### config.mk
export PLATFORM = sky130hd
export DESIGN_NAME = pc_sequencer
export DESIGN_NICKNAME = d
export VERILOG_FILES = /design/src/rtl/pc_sequencer_pkg.sv /design/src/rtl/pc_redirect_sel.sv /design/src/rtl/pc_sequencer.sv
export SDC_FILE = /design/constraint.sdc
export NUM_CORES = 1
export LEC_CHECK = 0
export BUFFER_PORTS_ARGS = -buffer_cell sky130_fd_sc_hd__buf_2
export CORE_ASPECT_RATIO = 1.75
export CORE_UTILIZATION = 45
export DETAILED_ROUTE_END_ITERATION = 8
export GPL_TIMING_DRIVEN = 0
export PLACE_DENSITY = 0.78
export SETUP_SLACK_MARGIN = 0.5
export SLEW_MARGIN = 20
export SYNTH_ARGS = -nofsm -noshare
export SYNTH_HDL_FRONTEND = slang
export SYNTH_SLANG_ARGS = --single-unit
### constraint.sdc
create_clock -name clk_i -period 2.8 [get_ports clk_i]
set_input_delay 0.14 -clock clk_i [delete_from_list [all_inputs] [get_ports clk_i]]
set_output_delay 0.14 -clock clk_i [all_outputs]
set_load 0.02 [all_outputs]
### src/rtl/pc_sequencer_pkg.sv
// Shared definitions for the program-counter sequencer: default widths,
// FSM state encoding and the mtvec MODE bit location.
package pc_sequencer_pkg;

    localparam int unsigned XLEN_DEF       = 32;
    localparam int unsigned PC_INC_DEF     = 4;
    localparam int unsigned EPOCH_W_DEF    = 2;
    localparam int unsigned CAUSE_W_DEF    = 5;
    localparam int unsigned MTVEC_MODE_BIT = 0;

    typedef enum logic [1:0] {
        ST_BOOT = 2'd0,
        ST_RUN  = 2'd1,
        ST_HALT = 2'd2
    } pc_state_e;

endpackage

### src/rtl/pc_redirect_sel.sv
// Fixed-priority redirect selection: mret, then interrupt (optionally
// vectored), then jump/branch. Purely combinational.
module pc_redirect_sel
    import pc_sequencer_pkg::*;
#(
    parameter int unsigned XLEN        = XLEN_DEF,
    parameter int unsigned CAUSE_W     = CAUSE_W_DEF,
    parameter bit          VECTORED_EN = 1'b1
) (
    input  logic               mret_inst,
    input  logic [XLEN-1:0]    mepc,
    input  logic               irq_prep,
    input  logic [XLEN-1:0]    mtvec,
    input  logic [CAUSE_W-1:0] irq_cause,
    input  logic               jump_inst,
    input  logic               branch_inst,
    input  logic [XLEN-1:0]    target_pc,
    output logic [XLEN-1:0]    target,
    output logic               redir_valid,
    output logic               is_trap,
    output logic               misaligned
);

    localparam logic [XLEN-1:0] ALIGN_MASK = ~XLEN'(2'b11);

    logic [XLEN-1:0] target_s;
    logic [XLEN-1:0] vec_base_s;
    logic            redir_valid_s;
    logic            is_trap_s;
    logic            misaligned_s;

    assign vec_base_s = mtvec & ALIGN_MASK;

    // Priority mux over redirect sources
    always_comb begin
        target_s      = '0;
        redir_valid_s = 1'b0;
        is_trap_s     = 1'b0;
        misaligned_s  = 1'b0;
        if (mret_inst) begin
            target_s      = mepc;
            redir_valid_s = 1'b1;
            is_trap_s     = 1'b1;
        end else if (irq_prep) begin
            redir_valid_s = 1'b1;
            is_trap_s     = 1'b1;
            if (VECTORED_EN && mtvec[MTVEC_MODE_BIT]) begin
                target_s = vec_base_s + XLEN'({irq_cause, 2'b00});
            end else begin
                target_s = vec_base_s;
            end
        end else if (jump_inst || branch_inst) begin
            target_s      = target_pc & ALIGN_MASK;
            redir_valid_s = 1'b1;
            misaligned_s  = (target_pc[1:0] != 2'b00);
        end else begin
            target_s      = '0;
            redir_valid_s = 1'b0;
        end
    end

    assign target      = target_s;
    assign redir_valid = redir_valid_s;
    assign is_trap     = is_trap_s;
    assign misaligned  = misaligned_s;

endmodule

### src/rtl/pc_sequencer.sv
// Fetch PC sequencer: BOOT/RUN/HALT FSM, PC and redirect-epoch registers,
// valid/ready offer of the PC to the fetch stage.
module pc_sequencer
    import pc_sequencer_pkg::*;
#(
    parameter int unsigned XLEN        = XLEN_DEF,
    parameter int unsigned PC_INC      = PC_INC_DEF,
    parameter int unsigned EPOCH_W     = EPOCH_W_DEF,
    parameter bit          VECTORED_EN = 1'b1,
    parameter int unsigned CAUSE_W     = CAUSE_W_DEF
) (
    input  logic               clk_i,
    input  logic               reset_ni,
    input  logic               enable_design,
    input  logic [XLEN-1:0]    initial_pc_i,
    input  logic               halt_i,
    input  logic               pc_ready_i,
    output logic [XLEN-1:0]    pc_o,
    output logic               pc_valid_o,
    output logic [EPOCH_W-1:0] epoch_o,
    output logic               fetch_flush_o,
    input  logic               jump_inst_i,
    input  logic               branch_inst_i,
    input  logic [XLEN-1:0]    target_pc_i,
    input  logic               mret_inst_i,
    input  logic [XLEN-1:0]    mepc_i,
    input  logic               irq_prep_i,
    input  logic [XLEN-1:0]    mtvec_i,
    input  logic [CAUSE_W-1:0] irq_cause_i,
    output logic               target_misaligned_o,
    output logic               halted_o
);

    pc_state_e         state_r;
    logic [XLEN-1:0]   pc_r;
    logic [EPOCH_W-1:0] epoch_r;

    logic [XLEN-1:0]   target_s;
    logic              redir_valid_s;
    logic              is_trap_s;
    logic              misaligned_s;
    logic              apply_s;

    pc_redirect_sel #(
        .XLEN        (XLEN),
        .CAUSE_W     (CAUSE_W),
        .VECTORED_EN (VECTORED_EN)
    ) u_redirect_sel (
        .mret_inst   (mret_inst_i),
        .mepc        (mepc_i),
        .irq_prep    (irq_prep_i),
        .mtvec       (mtvec_i),
        .irq_cause   (irq_cause_i),
        .jump_inst   (jump_inst_i),
        .branch_inst (branch_inst_i),
        .target_pc   (target_pc_i),
        .target      (target_s),
        .redir_valid (redir_valid_s),
        .is_trap     (is_trap_s),
        .misaligned  (misaligned_s)
    );

    // Redirects only take effect once out of BOOT and while enabled
    always_comb begin
        apply_s = 1'b0;
        if (enable_design && (state_r != ST_BOOT)) begin
            apply_s = redir_valid_s;
        end else begin
            apply_s = 1'b0;
        end
    end

    // Sequencer FSM with PC and epoch registers
    always_ff @(posedge clk_i or negedge reset_ni) begin
        if (!reset_ni) begin
            state_r <= ST_BOOT;
            pc_r    <= '0;
            epoch_r <= '0;
        end else if (enable_design) begin
            case (state_r)
                ST_BOOT: begin
                    pc_r    <= initial_pc_i;
                    state_r <= ST_RUN;
                end
                ST_RUN: begin
                    if (redir_valid_s) begin
                        pc_r    <= target_s;
                        epoch_r <= epoch_r + EPOCH_W'(1'b1);
                    end else if (halt_i) begin
                        state_r <= ST_HALT;
                    end else if (pc_ready_i) begin
                        pc_r <= pc_r + XLEN'(PC_INC);
                    end else begin
                        pc_r <= pc_r;
                    end
                end
                ST_HALT: begin
                    // Jump/branch retargets a halted core without waking it
                    if (redir_valid_s) begin
                        pc_r    <= target_s;
                        epoch_r <= epoch_r + EPOCH_W'(1'b1);
                        if (is_trap_s) begin
                            state_r <= ST_RUN;
                        end else begin
                            state_r <= ST_HALT;
                        end
                    end else if (!halt_i) begin
                        state_r <= ST_RUN;
                    end else begin
                        state_r <= ST_HALT;
                    end
                end
                default: begin
                    state_r <= ST_BOOT;
                end
            endcase
        end else begin
            state_r <= state_r;
        end
    end

    assign pc_o                = pc_r;
    assign epoch_o             = epoch_r;
    assign pc_valid_o          = enable_design && (state_r == ST_RUN);
    assign halted_o            = (state_r == ST_HALT);
    assign fetch_flush_o       = apply_s;
    assign target_misaligned_o = apply_s && misaligned_s;

endmodule

==> results of run 1 <==
-- where the power goes --
group	leakage (nW)	internal, W	switching, W
registers	0.421	0.000790	0.000413
logic	1.85	0.00103	0.00173
clock network	0.0712	0.000355	0.000217
-- layout by cell type (no fill, tap or decap), types with 3 or more instances in the layout --
master,count
a211o_1,3
a211oi_1,3
a21oi_1,54
a221o_1,4
a221oi_1,9
a22oi_1,4
a31oi_1,7
and2_1,4
and3_1,10
buf_2,180
buf_4,6
clkbuf_1,21
clkbuf_16,5
clkbuf_2,8
dfrtp_1,36
ha_1,10
inv_1,20
mux2i_1,3
nand2_1,77
nand2b_1,3
nand3_1,24
nand4_1,19
nor2_1,21
nor2b_1,3
nor3_1,9
nor4_4,3
o2111ai_1,11
o211ai_1,13
o21ai_0,65
o311a_1,3
o31ai_1,3
or3_1,32
or4_1,3
xnor2_1,30
xor2_1,10
-- sequential cells by signal (all words and copies together) (netlist names) --
name	cells
pc_o	32
epoch_o	2
state_r	2
-- per-stage QoR --
step	util [%]	setup slack, ns	power, W	instances
after floorplan	-	0.5500	0.002880	575
after global placement	58.68	0.06976	0.003764	868
after CTS	61.41	0.5130	0.004455	879
after detailed placement	58.73	0.03641	0.003819	868
after global routing	61.95	0.4421	0.004835	881
final	61.95	0.5651	0.004541	881
-- critical path, stage by stage, from the launching register on --
cell	delay (ns)
dfrtp_1	0.40
inv_1	0.10
ha_1	0.18
clkbuf_2	0.19
a21oi_4	0.22
o21a_2	0.23
nand2_1	0.19
clkbuf_8	0.23
a221oi_1	0.24
a21oi_1	0.11
-- cell families after synthesis --
family / share of synthesized area, %
fa+ha+maj: 3.517
mux: 1.001
buf+inv: 5.427
xor+xnor: 8.490
simple gates: 27.87
flops: 21.83
compound gates: 31.87
-- cell type report --
class                      instances  area [um2]
fill                             872        3342
multi-input combinational        482        3080
timing repair buffer             181       920.9
sequential                        36       900.9
buffer                            36       167.7
clock buffer                       8       146.4
tap                              117       146.4
inverter                          21       78.83
-- what timing repair did --
item | in CTS | in global routing
hold buffers | 1 | 0
gates resized for setup | 18 | 14
pin swaps | 2 | 3
endpoints found under the setup margin | 33 | 31
gates cloned | 0 | 0
hold endpoints to repair | 36 | 0
setup buffers | 2 | 2
-- path summary, 6_finish.rpt --
path | endpoint | slack [ns] | startpoint | cells after the start
setup / recovery | pc_o[23]$_DFFE_PN0P_ | 0.57 | state_r[1]$_DFFE_PN0P_ | 9
min in group asynchronous | pc_o[0]$_DFFE_PN0P_ | 0.50 | reset_ni | 2
setup reg to reg | pc_o[23]$_DFFE_PN0P_ | 0.57 | state_r[1]$_DFFE_PN0P_ | 9
hold reg to reg | epoch_o[1]$_DFFE_PN0P_ | 0.48 | epoch_o[1]$_DFFE_PN0P_ | 1
hold / removal | pc_o[4]$_DFFE_PN0P_ | 0.13 | initial_pc_i[4] | 3
max in group asynchronous | pc_o[17]$_DFFE_PN0P_ | 1.77 | reset_ni | 2
-- layer usage --
layer | track usage, % | vias up
li1 | - | 2534
met1 | 41.11 | 2498
met2 | 61.21 | 296
met3 | 3.681 | 60
met4 | 18.76 | 0
met5 | 0 | -
==> reports/results.txt, run 1 <==
The flow ran to the end, and the final reports show no timing, DRC or antenna violations. In the detailed route, the total length drawn on met2 is 8654 um. The number of core rows came out at 45. The number of distinct standard cells referenced by the synthesized netlist is 63.

The cell count after synthesis came out at 575. Buffers inserted during clock tree synthesis total 5. For the worst setup path, the data arrival time is 2.39 ns. After detailed routing, the met3 layer carries 1018 um of wire.

After routing the design area is 5441 um2. The total negative setup slack is 0 ns. The clock drives 36 sinks. For this configuration, the core starts out at a cell density of 46.98%.

180 I/O pins were placed. In this run the remaining antenna-violating nets after routing total 0. For the sequential fraction of the synthesis area, the log shows 21.83%. The synthesized area was 4126 um2. Class of the worst hold path: in -> reg. The routed layout has 5388 vias. The run gives 5185 as the number of global-route vias before repair. The number of antenna violations at the first check in global routing came out at 0.

STA classifies the critical path startpoint as a flop. For this run, design rule violations remaining after detail routing come to 0. In this run the cell area measured after placement is 5159 um2.

For the area of the core, the log shows 8783 um2. In the final layout, the share of cells above drive strength 1 is 29.32%. Smallest hold slack: 0.1255 ns.

The logs give 511 for the count of routing violations after the opening detailed-route iteration and 0 for the antenna cell count. Using the TritonRoute via totals, the vias-per-cell ratio works out to 6.116. The worst setup skew after layout is 0.003440 ns, and the max-cap violation count is 0.

The later pin in the worst-skew pair is clocked with a latency of 0.28 ns. TritonCTS built the clock tree. The die extent in x was 74.39 um; the wire length of the first global-routing pass was 25510 um.

For this design the ratio of total power to cell area is 834.5 nW/um2. Among all cell types in the netlist, the one instantiated most often is nand2_1. The routed design could run at a clock period as short as 2.235 ns. The signed area change from the synthesized netlist to the final layout came out at 31.87%.

The final layout contains 916 nets. The number of hold-slack violations in the final timing report was 0. After clock tree synthesis, the clock-pin slew on the worst setup and hold paths is 0.06 ns. In the synthesized netlist the async set-or-reset flop fraction comes to 100.0%. Highest metal layer used by the detailed router: met4. Setup violations remaining at the end of the flow were counted as 0. The clock passes through at most 2 buffers. For this run, the number of Yosys warnings is 0. The commonest register cell after synthesis is dfrtp_1.

The number of enable flip-flop cells after synthesis was 0. The synthesized net count was 728. The routed design has 16800 um of wire. Setup repair after global routing could not meet its margin everywhere. Share of the clock period used by the worst path after layout: 79.82%. The post-synthesis area per instance came out at 7.176 um2. Summed over all layers, the global routing overflow is 0. The detailed router put a total of 6334 um of wire on met1. Ranked by total cell area, the synthesized netlist is headed by dfrtp_1, o21ai_0, nand2_1. The HPWL after detailed placement is 13530 um. The leakage power came out at 2.347 nW.

The final max-slew violation count was 0; the largest net degree at the start of global routing was 37. For the number of search-and-repair iterations in the first detailed-routing pass, the log shows 5. Across every metal layer, demand over resource in global routing totals 35.18%. Static timing analysis puts the maximum clock frequency at 0.4475 GHz. The worst setup path is captured at a flop. Counting flops and latches in the post-synthesis netlist gives 36. For the routability congestion estimate, the log shows 0.9250. Cell at the root of the clock tree: clkbuf_16. The tools report the worst-case vdd ir drop as 0.0003627 V. For the pin with the worst max-slew slack, the measured transition is 0.8920 ns.

The routed wire length per instance was 19.06 um. The die is 128.7 um tall. The quantity of I/O buffers inserted on ports was 176; the required time of the worst setup path was 2.95 ns. Of all cell types, the one taking the most synthesized area is dfrtp_1.

The worst pin sits at a relative slew slack of 40.53%. The floorplan step defined a die boundary enclosing 9571 um2. Of all nets on the critical path, the largest fanout is 10. The number of H-tree levels is 2, and the share of the synthesized area in the top cell type is 21.83%. The classification of the worst setup path was reg -> reg. The commonest cells after synthesis are nand2_1, o21ai_0, a21oi_1, dfrtp_1, or3_1.
Note: power is estimated with default switching activity, not from simulation.
==> run 2, diff against run 1 <==
--- a/config.mk
+++ b/config.mk
@@ -7,10 +7,10 @@
 export LEC_CHECK = 0
 export BUFFER_PORTS_ARGS = -buffer_cell sky130_fd_sc_hd__buf_2
 export CORE_ASPECT_RATIO = 1.75
-export CORE_UTILIZATION = 45
+export CORE_UTILIZATION = 44
 export DETAILED_ROUTE_END_ITERATION = 8
 export GPL_TIMING_DRIVEN = 0
-export PLACE_DENSITY = 0.78
+export PLACE_DENSITY = 0.8
 export SETUP_SLACK_MARGIN = 0.5
 export SLEW_MARGIN = 20
 export SYNTH_ARGS = -nofsm -noshare
==> constraint.sdc (replaced) <==
create_clock -name clk_i -period 2 [get_ports clk_i]
set_input_delay 0.1 -clock clk_i [delete_from_list [all_inputs] [get_ports clk_i]]
set_output_delay 0.1 -clock clk_i [all_outputs]
set_load 0.02 [all_outputs]
==> run 2 against run 1 <==
Net effect:
- the flow now finishes with violations (negative setup slack)
- sequential share of layout area down 2.7 points
- count of clock-buffer cells in the layout unchanged
- largest power group unchanged
- utilization up 11 points
- global-route usage grew 3.0 points
- largest cell class unchanged
==> reports/results.txt, run 2 (same netlist as run 1, synthesis figures left out) <==
The logs give 0.9375 (was 0.9250) for the routability congestion estimate and 9785 um2 (was 9571 um2) for the area enclosed by the die boundary. The tools report the endpoint kind of the worst setup timing path as a flop (unchanged). The total global routing overflow came out at 0 (unchanged).

The run gives 0 (unchanged) as the number of antenna violations at the first check in global routing. The leading cell type in the layout, fill and taps excluded was buf_2 (unchanged). The final max-slew violation count was 0 (unchanged).

The run gives 0 (unchanged) as the remaining antenna violation count. The total length of routed wires is 20150 um (was 16800 um). The number of core rows came out at 46 (was 45). The classification of the worst setup path is reg -> reg (unchanged). The number of H-tree levels was 2 (unchanged); the clock period minus final worst setup slack was 2.098 ns (was 2.235 ns). The largest delay contributor family on the critical path was simple AND/OR/NAND/NOR gates (was compound AO/OA/AOI/OAI gates).

Layout net count: 962 (was 916). The die extent in x is 75.21 um (was 74.39 um), and the number of primary I/O pins is 180 (unchanged). The logs give 5628 (was 5185) for the number of global-route vias before repair and 581 (was 511) for the count of routing violations after the opening detailed-route iteration. The stage delay of the slowest cell on the critical path is 0.57 ns (was 0.40 ns). TritonCTS built the clock tree. For the largest net degree at the start of global routing, the log shows 37 (unchanged).

The tools report the number of hold-slack violations in the final timing report as 0 (unchanged). The minimum setup slack after placement is -0.4811 ns (was 0.03641 ns), and the slack of the worst reg-to-reg path is -0.1 ns (was 0.57 ns). The HPWL after detailed placement is 14180 um (was 13530 um). The run gives 0 (unchanged) as the antenna cell count. Clock input transition at the sequential cells of the worst setup and hold paths: 0.06 ns (about the same).

The buffer and inverter count on the worst path is 1 (was 3), and the non-filler instance count after layout is 930 (was 881). The quantity of I/O buffers inserted on ports is 176 (unchanged), and the maximum clock frequency is 0.4766 GHz (was 0.4475 GHz). The run gives 0.29 ns (was 0.28 ns) as the clock latency of the later-clocked register in the worst-skew pair. The routed wire length per instance is 21.67 um (was 19.06 um). Final critical-path setup slack: -0.09822 ns (was 0.5651 ns).

The worst setup skew after layout came out at 0.004413 ns (was 0.003440 ns). The cell at the root of the clock tree is clkbuf_16 (unchanged). The number of buffers on the longest clock path is 2 (unchanged).

The share of the clock period used by the worst path after layout came out at 104.9% (was 79.82%). The biggest fanout along the worst timing path was 7 (was 10); the worst-case vdd ir drop was 0.0007678 V (was 0.0003627 V). The max-cap violation count is 0 (unchanged). The total number of clock tree sinks is 36 (unchanged). Ordered list of cells on the worst path: nand4_4 > nor4_4 > buf_4 > nand4_1 > xnor2_1 > a21oi_1 > a21oi_2 (was inv_1 > ha_1 > clkbuf_2 > a21oi_4 > o21a_2 > nand2_1 > clkbuf_8 > a221oi_1 > a21oi_1).

The share of the core filled with cells in the final layout was 73.02% (was 61.95%); the required time of the worst setup path was 2.17 ns (was 2.95 ns). The setup-violating endpoint count in the final report was 7 (was 0). The logs give 41.74% (was 40.53%) for the worst-case headroom to the max-slew limit and 5 (unchanged) for the number of buffers added by the clock tree synthesis step. The via-per-instance ratio was 6.445 (was 6.116); the overall die height was 130.1 um (was 128.7 um). Class of the worst hold path: in -> reg (unchanged). Number of flip-flops under the largest register name: 32 (unchanged).

For the leakage power, the log shows 2.810 nW (was 2.347 nW). The logs give 38.18% (was 35.18%) for the global routing usage summed across all routing layers and 27790 um (was 25510 um) for the wire length of the first global-routing pass. Setup repair after global routing could not meet its margin everywhere. Total DRC errors in the routed layout: 0 (unchanged). The tools report the vias after detailed routing as 5994 (was 5388). The number of placed instances with taps included is 871 (was 868), and the initial cell density of the core is 45.38% (was 46.98%). Most used cells in the layout excluding fill and tap cells: buf_2, nand2_1, a21oi_1 (was buf_2, nand2_1, o21ai_0). The area of all sequential standard cells was 922.1 um2 (was 900.9 um2). The area of the core was 9094 um2 (was 8783 um2). The slowest cell on the critical path was nor4_4 (was dfrtp_1).

The measured slew at the worst slew-check pin works out to 0.8739 ns (was 0.8920 ns). The number of fillers in the final layout is 722 (was 872), and the ratio of cells with drive above 1 in the final layout is 46.91% (was 29.32%). The tools report the kind of start point of the critical path as a flop (unchanged). The checks that failed: negative setup slack.

The signed area change from the synthesized netlist to the final layout came out at 60.92% (was 31.87%). The run gives 3581 um2 (was 3080 um2) as the footprint of the multi-input gates. The run finished, with violations left. The tools report the number of search-and-repair iterations in the first detailed-routing pass as 7 (was 5). The power per cell area was 1285 nW/um2 (was 834.5 nW/um2); the data arrival time of the critical path was 2.27 ns (was 2.39 ns).
==> run 2: stage by stage <==
| stage | TNS (ns) | hold WS [ns] | total power, W | area (um2) |
|---|---|---|---|---|
| floorplan | -0.01396 | -0.1956 | 0.004575 | 4512 |
| global placement | -3.423 | 0.2427 | 0.005863 | 5543 |
| detailed placement | -3.904 | 0.2475 | 0.005962 | 5543 |
| CTS | 0 | 0.08975 | 0.007665 | 6252 |
| global route | -1.011 | 0.09088 | 0.008876 | 6640 |
| finish | -0.4426 | 0.08022 | 0.008530 | 6640 |
==> run 2: layout make-up <==
cell class              instances  share of cell area, %
well taps                     120                  2.261
multi-input cells             482                  53.93
clock buffers                   8                  2.355
inverters                      21                  1.262
flip-flops and latches         36                  13.89
repair buffers                227                  20.61
plain buffers                  36                  5.691
==> run 2: worst reg2reg max path, cell delays in order (launching register included) <==
cell     delay [ns]
dfrtp_2        0.42
nand4_4        0.22
nor4_4         0.57
buf_4          0.24
nand4_1        0.12
xnor2_1        0.15
a21oi_1        0.18
a21oi_2        0.08
==> run 2: layer usage <==
| layer | vias to the layer above | track usage [%] | wire (um) |
|---|---|---|---|
| met3 | 97 | 3.938 | 1511 |
| li1 | 2643 | - | - |
| met5 | - | 0 | 0 |
| met2 | 433 | 68.04 | 10370 |
| met4 | 0 | 23.75 | 1261 |
| met1 | 2821 | 42.04 | 7014 |
==> run 2: path summary, 6_finish.rpt <==
check                                  startpoint                endpoint  cells after the start
min in group asynchronous                reset_ni    pc_o[21]$_DFFE_PN0P_                      2
setup reg to reg              pc_o[6]$_DFFE_PN0P_    pc_o[24]$_DFFE_PN0P_                      7
hold / removal                    initial_pc_i[4]     pc_o[4]$_DFFE_PN0P_                      3
setup / recovery              pc_o[6]$_DFFE_PN0P_    pc_o[24]$_DFFE_PN0P_                      7
hold reg to reg            epoch_o[1]$_DFFE_PN0P_  epoch_o[1]$_DFFE_PN0P_                      1
max in group asynchronous                reset_ni     pc_o[5]$_DFFE_PN0P_                      2
==> run 2: what timing repair did <==
action	in CTS	in global routing
pin swaps	29	29
setup buffers	30	15
hold buffers	1	0
endpoints found under the setup margin	36	37
resized for setup	74	72
gates cloned	4	1
hold endpoints to repair	36	0
==> run 2: power by group <==
| part | switching (W) | internal (W) | total (W) |
|---|---|---|---|
| Clock | 0.000335 | 0.000532 | 0.000866 |
| Sequential | 0.000601 | 0.00114 | 0.00174 |
| Combinational | 0.00325 | 0.00267 | 0.00592 |
| Total | 0.00419 | 0.00434 | 0.00853 |
